`src/rtl/fight_data_control.sv`:
```
// fight_data_control: turn-based battle engine for the fight scene.
// Optional per-turn auto-confirm is compiled in with `define FIGHT_TURN_TIMEOUT_EN.
module fight_data_control #(
   parameter int unsigned TURN_TIMEOUT = 500_000_000,
   parameter logic [3:0]  FIGHT_SCENE  = 4'b0011
) (
   input  logic       clk,
   input  logic       reset,
   input  logic [3:0] scene_state,
   input  logic       key_C,
   input  logic       key_L,
   input  logic       key_R,
   input  logic [7:0] p1_pokemon_hp,
   input  logic [7:0] p1_pokemon_speed,
   input  logic [7:0] p1_skill_1_damage,
   input  logic [7:0] p1_skill_2_damage,
   input  logic [7:0] p1_skill_3_damage,
   input  logic [7:0] p2_pokemon_hp,
   input  logic [7:0] p2_pokemon_speed,
   input  logic [7:0] p2_skill_1_damage,
   input  logic [7:0] p2_skill_2_damage,
   input  logic [7:0] p2_skill_3_damage,
   output logic [7:0] p1_hp_now,
   output logic [7:0] p2_hp_now,
   output logic       turn,
   output logic [1:0] skill_sel,
   output logic [7:0] last_damage,
   output logic       fight_done,
   output logic [1:0] winner
);

   // state  | meaning
   // IDLE   | outside the fight scene, waiting for an entry edge
   // LOAD   | capture HP, skills and first mover
   // SELECT | active player moves the skill cursor / confirms
   // APPLY  | subtract damage from the defender
   // CHECK  | defender knocked out -> DONE, else pass the turn
   // DONE   | battle over, outputs frozen until the scene changes
   typedef enum logic [2:0] {IDLE, LOAD, SELECT, APPLY, CHECK, DONE} state_t;

   state_t          state;
   logic            was_fight;
   logic            in_fight;
   logic            timed_out;
   logic [2:0][7:0] p1_sk;
   logic [2:0][7:0] p2_sk;
   logic [2:0][7:0] atk_sk;
   logic [7:0]      dmg;
   logic [7:0]      def_hp;
   logic [7:0]      hit_hp;

   if (TURN_TIMEOUT == 0) begin : g_bad_timeout
      $error("TURN_TIMEOUT must be nonzero");
   end

   assign in_fight = (scene_state == FIGHT_SCENE);
   assign atk_sk   = turn ? p2_sk : p1_sk;
   assign def_hp   = turn ? p1_hp_now : p2_hp_now;
   assign hit_hp   = (def_hp > dmg) ? def_hp - dmg : 8'd0;

   always_comb begin
      dmg = atk_sk[0];
      case (skill_sel)
         2'd2:    dmg = atk_sk[1];
         2'd3:    dmg = atk_sk[2];
         default: dmg = atk_sk[0];
      endcase
   end

`ifdef FIGHT_TURN_TIMEOUT_EN
   logic [31:0] timer;

   // Held at zero outside SELECT so every SELECT entry starts a fresh count.
   always_ff @(posedge clk or negedge reset) begin
      if (!reset)                             timer <= '0;
      else if (state != SELECT)               timer <= '0;
      else if (!key_C && (key_L ^ key_R))     timer <= '0;
      else                                    timer <= timer + 32'd1;
   end

   assign timed_out = (timer == TURN_TIMEOUT);
`else
   assign timed_out = 1'b0;
`endif

   always_ff @(posedge clk or negedge reset) begin
      if (!reset) begin
         state       <= IDLE;
         was_fight   <= 1'b1;   // a fresh entry edge is required after reset
         p1_hp_now   <= '0;
         p2_hp_now   <= '0;
         turn        <= 1'b0;
         skill_sel   <= 2'd1;
         last_damage <= '0;
         fight_done  <= 1'b0;
         winner      <= 2'b00;
         p1_sk       <= '0;
         p2_sk       <= '0;
      end else begin
         was_fight <= in_fight;
         if (state != IDLE && !in_fight) begin
            state      <= IDLE;
            fight_done <= 1'b0;
         end else begin
            case (state)
               IDLE: if (in_fight && !was_fight) state <= LOAD;
               LOAD: begin
                  p1_hp_now   <= p1_pokemon_hp;
                  p2_hp_now   <= p2_pokemon_hp;
                  p1_sk       <= {p1_skill_3_damage, p1_skill_2_damage, p1_skill_1_damage};
                  p2_sk       <= {p2_skill_3_damage, p2_skill_2_damage, p2_skill_1_damage};
                  turn        <= (p2_pokemon_speed > p1_pokemon_speed);
                  skill_sel   <= 2'd1;
                  last_damage <= '0;
                  winner      <= 2'b00;
                  state       <= SELECT;
               end
               SELECT: begin
                  if (key_C || timed_out)  state     <= APPLY;
                  else if (key_R && !key_L) skill_sel <= (skill_sel == 2'd3) ? 2'd1 : skill_sel + 2'd1;
                  else if (key_L && !key_R) skill_sel <= (skill_sel == 2'd1) ? 2'd3 : skill_sel - 2'd1;
               end
               APPLY: begin
                  if (turn) p1_hp_now <= hit_hp;
                  else      p2_hp_now <= hit_hp;
                  last_damage <= dmg;
                  state       <= CHECK;
               end
               CHECK: begin
                  if (def_hp == 8'd0) begin
                     winner     <= turn ? 2'b10 : 2'b01;
                     fight_done <= 1'b1;
                     state      <= DONE;
                  end else begin
                     turn      <= ~turn;
                     skill_sel <= 2'd1;
                     state     <= SELECT;
                  end
               end
               DONE:    state <= DONE;
               default: state <= IDLE;
            endcase
         end
      end
   end

endmodule

```
`config.mk`:
```
export PLATFORM = sky130hd
export DESIGN_NAME = fight_data_control
export DESIGN_NICKNAME = d
export VERILOG_FILES = /design/src/rtl/fight_data_control.sv
export SDC_FILE = /design/constraint.sdc
export NUM_CORES = 1
export LEC_CHECK = 0
export CAP_MARGIN = 20
export CORE_ASPECT_RATIO = 1.5
export CORE_MARGIN = 1
export CORE_UTILIZATION = 45
export CTS_CLUSTER_SIZE = 8
export DETAILED_ROUTE_END_ITERATION = 8
export PLACE_DENSITY = 0.78
export SLEW_MARGIN = 25
export SYNTH_ARGS = -nofsm -noshare
export SYNTH_HDL_FRONTEND = slang
export SYNTH_SLANG_ARGS = --single-unit
```
`constraint.sdc`:
```
create_clock -name clk -period 2.8 [get_ports clk]
set_clock_uncertainty 0.05 [all_clocks]
set_input_delay 0.56 -clock clk [delete_from_list [all_inputs] [get_ports clk]]
set_output_delay 0.56 -clock clk [all_outputs]
set_load 0.03 [all_outputs]
```
==> results of run 1 <==
[Yosys cell counts (all sizes together), types with 2 or more instances]
| library cell | number |
|---|---|
| a211oi | 7 |
| a21oi | 16 |
| a22o | 10 |
| a22oi | 3 |
| a31oi | 19 |
| buf | 20 |
| clkbuf | 8 |
| dfrtp | 80 |
| dfstp | 2 |
| ha | 21 |
| inv | 19 |
| mux2 | 33 |
| mux2i | 9 |
| nand2 | 158 |
| nand2b | 7 |
| nand4 | 4 |
| nor2 | 29 |
| nor2b | 6 |
| nor3 | 5 |
| nor3b | 2 |
| o21a | 3 |
| o21ai | 12 |
| o22ai | 2 |
| o31a | 2 |
| o31ai | 8 |
| or3 | 4 |
| or4 | 2 |
| xnor2 | 2 |
[routing by layer]
metal	vias up	wire (um)	track usage, %	part of all wire (%)
li1	2033	-	-	-
met1	2027	4740	28.1	39
met2	149	6440	42.7	53
met3	35	617	5.05	5.1
met4	0	390	10.5	3.2
met5	-	0	0	0
[path summary, 6_finish.rpt]
path / cells past startpoint / from / to / slack, ps
setup / recovery: 12 / skill_sel[0]$_DFFE_PN1P_ / p1_hp_now[0]$_DFFE_PN0P_ / -50
hold / removal: 1 / reset / p2_sk[15]$_DFFE_PN0P_ / 310
max in group asynchronous: 2 / reset / p2_hp_now[1]$_DFFE_PN0P_ / 1700
min in group clk: 2 / p1_sk[22]$_DFFE_PN0P_ / p1_sk[22]$_DFFE_PN0P_ / 420
setup reg to reg: 12 / skill_sel[0]$_DFFE_PN1P_ / p1_hp_now[0]$_DFFE_PN0P_ / -50
hold reg to reg: 2 / p1_sk[22]$_DFFE_PN0P_ / p1_sk[22]$_DFFE_PN0P_ / 420
[worst max-delay path, stage by stage (launching register included)]
cell	delay, ps
dfstp_2	550
ha_2	240
nor2_4	80
buf_12	130
a22o_1	210
a21oi_2	140
ha_1	310
nor2_2	210
a211oi_2	70
o31a_1	340
buf_6	150
a22oi_1	150
a21oi_1	90
[flip-flops by register name, summed over array words and instances, names as in the netlist, 2 cells and up]
name and cells:
p1_sk 24, p2_sk 24, last_damage 8, p1_hp_now 8, p2_hp_now 8, state 3, skill_sel 2, winner 2
[what timing repair did]
action	CTS	global route
pin swaps	15	9
gates resized for setup	16	16
endpoints found under the setup margin	16	16
setup buffers	4	3
endpoints found under the hold margin	0	0
[per-stage QoR]
stage | utilization, % | instance area (sq um) | power (W) | hold slack, ps | setup TNS [ps]
after floorplan | - | 4670 | 0.00195 | 214 | -798
after global placement | 62.3 | 6110 | 0.00233 | 404 | -618
after detailed placement | 62.3 | 6110 | 0.00236 | 407 | -1580
after CTS | 66.4 | 6510 | 0.00358 | 336 | 0
after global routing | 67.5 | 6620 | 0.00380 | 387 | -2210
final | 67.5 | 6620 | 0.00362 | 307 | -269
[cell families after synthesis]
group / share of synthesized area [%]
and+or+nand+nor: 20.7
DFF: 44.6
AOI/OAI and AO/OA: 13.4
buffers and inverters: 4.50
xor gates and xnor gates: 0.570
muxes: 10.1
adders and majority gates: 6.13
[area by class of cell]
type / count / area share [%]
Sequential cell: 82 / 31.1
Inverter: 19 / 1.08
Clock inverter: 7 / 1.15
Tap cell: 115 / 2.17
Multi-Input combinational cell: 381 / 38.0
Clock buffer: 9 / 3.40
Timing Repair Buffer: 158 / 23.1
[report_power, final]
part,internal (W),leakage [nW],switching [W]
registers,0.00128,1.10,0.0000796
clock network,0.000696,0.142,0.000488
logic,0.000539,1.91,0.000537
[placed cells by master, fill, tap and decap left out, types with 5 or more instances in the layout]
cell             count
clkbuf_16            9
o21ai_0              7
dfrtp_1             79
a31oi_1             14
ha_1                18
inv_1               16
mux2_2              26
a22o_1              10
clkdlybuf4s50_1    117
a21oi_1              9
nand2b_1             5
nand2_1            156
nor2b_1              5
mux2_1               6
o31ai_1              8
nor2_1              26
a21oi_2              6
buf_4               34
mux2i_1              9
nor3_1               5
==> impl_metrics.yaml, run 1 <==
outcome:
  status: "complete, but fails checks"
  violations: "DRC, setup timing"
synthesis:
  synthCells: 510
  synth_area_leaders: "dfrtp_1, nand2_1, mux2_2"
  synth_edf_count: 0
  avgSynthCellArea_sq_um: 9.04
  yosysWarnings: 0
  synth_ff_type: "dfrtp_1"
  async_flop_share_pct: 100
  synth_top_cell_by_area: "dfrtp_1"
  ys_types: 55
  netlist_area_sq_mm: 0.00461
  syn_nets: 621
  synth_top_area_share_pct: 43.4
  synth.yosys.seq_area_share_pct: 44.6
  synth-seq-cells: 82
floorplan:
  die_x_um: 84.6
  die_y_um: 126
  start_util_pct: 47.1
  io_pins: 119
  die_area_sq_mm: 0.0107
  rows: 44
  core-area_sq_mm: 0.00980
global_routing:
  grt_pass1_wl_um: 20500
  grt_antenna_before_repair: 0
  grt_pass1_vias: 4388
  overflow: 0
  gr-usage-all-layers_pct: 24.2
  grt_max_degree: 76
cts:
  clockBufferDepth: 2
  cts_sinks: 82
  clock_latency_ps: 340
  path_clk_slew_ps: 60
  cts_hold_buf: 0
  root_buffer: "clkbuf_16"
  cts_inserted_buffers: 9
  htreeDepth: 3
  cts_tree: "yes"
power_and_ir_drop:
  vdd_drop_max_mv: 0.383
  powerDensity_mw_per_mm2: 548
  p_leak_nw: 3.16
sta:
  relSlewSlack_pct: 38.0
  min_period_ps: 2850
  layout_setup_ws_ps: -48.4
  fmax_mhz: 351
  setup_viol: 11
  hold_viol: 0
  post-route-period-util_pct: 102
  rsz0062_at_grt: "true"
  slew_violations: 0
  worstMarginPinSlew_ps: 930
worst_setup_path:
  cp.required_ps: 2980
  critPathMaxFanout: 7
  worstSetupPathType: "flip-flop to flip-flop"
  cp-start-kind: "flip-flop"
  worst_setup_path_end_kind: "flip-flop"
  arrival_ps: 3020
placement:
  gp_congestion: 0.846
  dp_slack_ps: -141
  io_buffer_count: 118
  placedCellCount: 748
  hpwl_um: 9030
worst_hold_path:
  hold_path.class: "input port to async pin"
routing:
  viasPerCell: 5.50
  vias: 4244
  drc: 6
  wl_um: 12200
  wl_per_cell_um: 15.8
  ant_nets: 0
  drtIter0Drc: 243
  drtPass1Iterations: 7
final_layout:
  fin_cells: 771
  antenna_cells: 0
  regArea_sq_mm: 0.00206
  num-fill-cells: 762
  multi_input_area_sq_mm: 0.00251
  syn_to_final_growth_pct: 43.5
  drive_gt1_share_pct: 18.9
  final_nets: 762
run:
  maxCapViolations: 0
(Power assumes the default switching activity.)
==> run 2, diff against run 1 <==
--- a/config.mk
+++ b/config.mk
@@ -11,6 +11,7 @@
 export CORE_UTILIZATION = 45
 export CTS_CLUSTER_SIZE = 8
 export DETAILED_ROUTE_END_ITERATION = 8
+export GPL_TIMING_DRIVEN = 1
 export PLACE_DENSITY = 0.78
 export SLEW_MARGIN = 25
 export SYNTH_ARGS = -nofsm -noshare
==> constraint.sdc (replaced) <==
create_clock -name clk -period 2.8 [get_ports clk]
set_clock_uncertainty 0.05 [all_clocks]
set_input_delay 0.7 -clock clk [delete_from_list [all_inputs] [get_ports clk]]
set_output_delay 0.7 -clock clk [all_outputs]
set_load 0.03 [all_outputs]
==> impl_metrics.yaml, run 2 (synthesized netlist as in run 1, its figures left out) <==
outcome:
  status: "complete, but fails checks"
  violations: "DRC, setup timing"
floorplan:
  die_y_um: 126
  io_pins: 119
  rows: 44
  die_area_sq_mm: 0.0107
  core-area_sq_mm: 0.00980
  start_util_pct: 47.1
  die_x_um: 84.6
final_layout:
  syn_to_final_growth_pct: 43.1
  final_core_util_pct: 67.3
  regArea_sq_mm: 0.00206
  reg_top3: "p1_sk (24), p2_sk (24)"
  final_cell_mix: "nand2_1, clkdlybuf4s50_1, dfrtp_1"
  final_nets: 759
  multi_input_area_sq_mm: 0.00246
  drive_gt1_share_pct: 17.0
  antenna_cells: 0
  design_area_sq_mm: 0.00660
  num-fill-cells: 759
  final_common_cell: "nand2_1"
placement:
  placed_cell_area_sq_mm: 0.00614
  gp_congestion: 0.915
  hpwl_um: 9140
  io_buffer_count: 118
routing:
  wl_um: 12300
  vias: 4218
  drtPass1Iterations: 6
  wl_per_cell_um: 16.0
  ant_nets: 0
  viasPerCell: 5.49
  drtIter0Drc: 265
  drc: 6
worst_setup_path:
  path_cells: "inv_2 > ha_4 > a221o_1 > ha_2 > fa_2 > nand2b_4 > a211oi_2 > o31a_1 > buf_12 > o21ai_1 > a31oi_1"
  worst_setup_path_end_kind: "flip-flop"
  critPathMaxStageDelay_ps: 570
  crit_path_top_delay_cell: "dfstp_2"
  cp-start-kind: "flip-flop"
  worstSetupPathType: "flip-flop to flip-flop"
  ff2ff_setup_slack_ps: -7
  arrival_ps: 3010
  cp.required_ps: 3000
  critPathMaxFanout: 9
  rr_worst_depth: 11
sta:
  hold_viol: 0
  relSlewSlack_pct: 63.6
  rsz0062_at_grt: "true"
  fmax_mhz: 356
  setup_viol: 1
  worstMarginPinSlew_ps: 547
  layout_setup_ws_ps: -7.28
  min_period_ps: 2810
  post-route-period-util_pct: 100
  slew_violations: 0
power_and_ir_drop:
  vdd_drop_max_mv: 0.466
  pwr-share-seq_pct: 37.7
  p_leak_nw: 3.13
  powerDensity_mw_per_mm2: 550
  swShare_pct: 29.6
  pwr-share-comb_pct: 28.3
  p_switching_w: 0.00107
  power.total_w: 0.00363
  p_int_w: 0.00255
  clkPwrFrac_pct: 34.0
cts:
  path_clk_slew_ps: 70
  cts_inserted_buffers: 9
  clockBufferDepth: 2
  clock_latency_ps: 340
  cts_tree: "yes"
  cts_sinks: 82
  htreeDepth: 3
  root_buffer: "clkbuf_16"
global_routing:
  grt_antenna_before_repair: 0
  grt_pass1_vias: 4374
  grt_pass1_wl_um: 20400
  overflow: 0
  grt_max_degree: 50
  gr-usage-all-layers_pct: 24.1
run:
  maxCapViolations: 0
worst_hold_path:
  hold_path.class: "input port to async pin"
-- run 2: stage by stage --
stage / setup slack [ps] / TNS [ps] / instances / hold WS (ps)
final: -7.28 / -7.28 / 768 / 289
after detailed placement: -214 / -2570 / 749 / 407
after global routing: -160 / -2030 / 768 / 334
after CTS: -30.5 / -181 / 766 / 309
after global placement: -60.5 / -482 / 749 / 403
after floorplan: -81.9 / -798 / 510 / 354
-- run 2: worst paths after layout --
check,startpoint,to
max,skill_sel[0]$_DFFE_PN1P_,p1_hp_now[6]$_DFFE_PN0P_
min,reset,p1_sk[23]$_DFFE_PN0P_
max reg2reg,skill_sel[0]$_DFFE_PN1P_,p1_hp_now[6]$_DFFE_PN0P_
min reg2reg,p1_sk[6]$_DFFE_PN0P_,p1_sk[6]$_DFFE_PN0P_
max in group asynchronous,reset,p2_hp_now[7]$_DFFE_PN0P_
min in group clk,p1_sk[6]$_DFFE_PN0P_,p1_sk[6]$_DFFE_PN0P_
-- run 2: what timing repair did --
| item | 4_1_cts | 5_1_grt |
|---|---|---|
| endpoints found under the setup margin | 16 | 16 |
| hold buffers | 0 | 0 |
| pin swaps | 10 | 10 |
| hold endpoints to repair | 0 | 0 |
| setup buffers | 1 | 2 |
| gates resized for setup | 10 | 7 |
-- run 2: area by class of cell --
class / count / area share, %
clock buffer: 11 / 3.83
sequential: 82 / 31.2
inverter: 19 / 1.08
clock inverter: 5 / 0.910
timing repair buffer: 155 / 23.5
multi-input combinational: 381 / 37.3
tap: 115 / 2.18
-- run 2: routing by layer --
metal	track usage, %	vias to the layer above	share of wire [%]
li1	-	2019	-
met1	27.8	2049	40
met2	44.5	125	54
met3	3.93	25	4.2
met4	8.97	0	2.4
met5	0	-	0
-- run 2: power by group through the flow --
| stage | combinational, W | sequential [W] | clock, W |
|---|---|---|---|
| 6_report | 0.00103 | 0.00137 | 0.00123 |
| 5_1_grt | 0.00113 | 0.00138 | 0.00130 |
| 3_3_place_gp | 0.000953 | 0.00138 | 0 |
| 4_1_cts | 0.00100 | 0.00136 | 0.00124 |
| 3_5_place_dp | 0.000981 | 0.00138 | 0 |
| 2_1_floorplan | 0.000516 | 0.00143 | 0 |
-- run 2: critical path: cells and delay by family (launching register included) --
family | cells | cell delay, ps
flip-flops | 1 | 570
buffers and inverters | 2 | 200
AO/OA/AOI/OAI | 5 | 980
adder cells (fa/ha/maj) | 3 | 760
AND/OR/NAND/NOR | 1 | 160
==> run 3, diff against run 2 <==
--- a/config.mk
+++ b/config.mk
@@ -11,9 +11,9 @@
 export CORE_UTILIZATION = 45
 export CTS_CLUSTER_SIZE = 8
 export DETAILED_ROUTE_END_ITERATION = 8
-export GPL_TIMING_DRIVEN = 1
+export GPL_TIMING_DRIVEN = 0
 export PLACE_DENSITY = 0.78
-export SLEW_MARGIN = 25
+export SLEW_MARGIN = 20
 export SYNTH_ARGS = -nofsm -noshare
 export SYNTH_HDL_FRONTEND = slang
 export SYNTH_SLANG_ARGS = --single-unit
==> impl_metrics.yaml, run 3 (synthesized netlist as in run 1, its figures left out) <==
floorplan:
  core-area_sq_mm: 0.00980
  die_x_um: 84.6
  rows: 44
  io_pins: 119
  die_area_sq_mm: 0.0107
  die_y_um: 126
  start_util_pct: 47.1
worst_setup_path:
  critPathMaxFanout: 9
  worst_setup_path_end_kind: "flip-flop"
  cp-start-kind: "flip-flop"
  worst-path-buf-inv: 2
  crit_path_top_delay_cell: "dfrtp_2"
  timing.rr.end: "p2_hp_now[2]$_DFFE_PN0P_"
  rr_worst_depth: 11
  worstSetupPathType: "flip-flop to flip-flop"
  ff2ff_setup_slack_ps: -190
  arrival_ps: 3200
  timing.critical_path.to: "p2_hp_now[2]$_DFFE_PN0P_"
  critPathMaxStageDelay_ps: 440
  cp.required_ps: 3000
  r2r-start: "turn$_DFFE_PN0P_"
  cpLargestDelayFamily: "compound AO/OA/AOI/OAI gates"
  cp_num_cells: 11
  critPathLaunch: "turn$_DFFE_PN0P_"
  path_cells: "buf_12 > mux2_2 > a221o_1 > ha_2 > fa_2 > nand2b_4 > a211oi_2 > o31a_1 > buf_6 > nand3_4 > a31oi_1"
final_layout:
  drive_gt1_share_pct: 17.8
  final_nets: 765
  antenna_cells: 0
  multi_input_area_sq_mm: 0.00252
  design_area_sq_mm: 0.00661
  syn_to_final_growth_pct: 43.3
  num-fill-cells: 778
  final_common_cell: "nand2_1"
  reg_top3: "p1_sk (24), p2_sk (24)"
  regArea_sq_mm: 0.00206
  final_cell_mix: "nand2_1, clkdlybuf4s50_1, dfrtp_1"
  final_core_util_pct: 67.4
routing:
  wl_um: 12800
  ant_nets: 0
  viasPerCell: 5.51
  wl_per_cell_um: 16.5
  vias: 4263
  drtIter0Drc: 231
  drtPass1Iterations: 6
  drc: 0
sta:
  hold_slack_ps: 215
  fmax_mhz: 334
  post-route-period-util_pct: 107
  layout_setup_ws_ps: -195
  min_period_ps: 2990
  slew_violations: 0
  relSlewSlack_pct: 57.1
  rsz0062_at_grt: "true"
  setup_viol: 16
  hold_viol: 0
  worstMarginPinSlew_ps: 643
power_and_ir_drop:
  swShare_pct: 31.4
  power.total_w: 0.00354
  p_int_w: 0.00243
  powerDensity_mw_per_mm2: 537
  p_switching_w: 0.00111
  pwr-share-comb_pct: 30.4
  p_leak_nw: 3.11
  clkPwrFrac_pct: 31.2
  pwr-share-seq_pct: 38.5
  vdd_drop_max_mv: 0.361
global_routing:
  grt_pass1_wl_um: 20500
  grt_max_degree: 58
  grt_pass1_vias: 4330
  gr-usage-all-layers_pct: 24.7
  overflow: 0
  grt_antenna_before_repair: 0
cts:
  clock_latency_ps: 340
  clockBufferDepth: 2
  path_clk_slew_ps: 70
  root_buffer: "clkbuf_16"
  cts_tree: "yes"
  htreeDepth: 3
  cts_sinks: 82
  cts_inserted_buffers: 9
outcome:
  status: "complete, but fails checks"
  violations: "setup timing"
placement:
  hpwl_um: 9410
  dp_slack_ps: -366
  placed_cell_area_sq_mm: 0.00602
  io_buffer_count: 118
  gp_congestion: 0.878
run:
  maxCapViolations: 0
worst_hold_path:
  hold_path.class: "input port to async pin"
## run 3: layer usage
layer | share of wire, % | up-vias | global-route usage [%]
met3 | 4.3 | 32 | 4.00
met4 | 3.6 | 0 | 12.7
met1 | 39 | 2059 | 28.1
met2 | 53 | 144 | 44.4
met5 | 0 | - | 0
li1 | - | 2028 | -
## run 3: through the flow
step,setup TNS [ps],instances
5_1_grt,-3670,774
3_5_place_dp,-4340,744
2_1_floorplan,-798,510
3_3_place_gp,-151140,743
6_report,-2030,774
4_1_cts,-2400,764
## run 3: layout make-up
type,instances,area share [%]
Multi-Input combinational cell,381,38.2
Clock buffer,9,3.41
Clock inverter,7,0.814
Tap cell,115,2.18
Sequential cell,82,31.1
Timing Repair Buffer,134,20.2
Buffer,27,3.07
Inverter,19,1.08
## run 3: what timing repair did
item / CTS / global route
pin swaps: 12 / 11
setup endpoints to repair: 16 / 16
resized for setup: 22 / 14
hold buffers: 0 / 0
cloned: 1 / 0
buffers inserted: 4 / 10
## run 3: how the worst min path moves through the flow
stage,to,slack [ps]
CTS,p1_sk[15]$_DFFE_PN0P_,220
floorplan,fight_done$_DFFE_PN0P_,350
detailed placement,p2_sk[18]$_DFFE_PN0P_,410
global placement,p2_sk[20]$_DFFE_PN0P_,400
finish,p1_sk[7]$_DFFE_PN0P_,220
global route,p1_sk[15]$_DFFE_PN0P_,230
## run 3: power by group through the flow
stage	combinational [W]	clock (W)	sequential, W
floorplan	0.000516	0	0.00143
global placement	0.000902	0	0.00137
detailed placement	0.000932	0	0.00138
CTS	0.000986	0.00112	0.00136
global route	0.00116	0.00117	0.00138
finish	0.00108	0.00110	0.00136
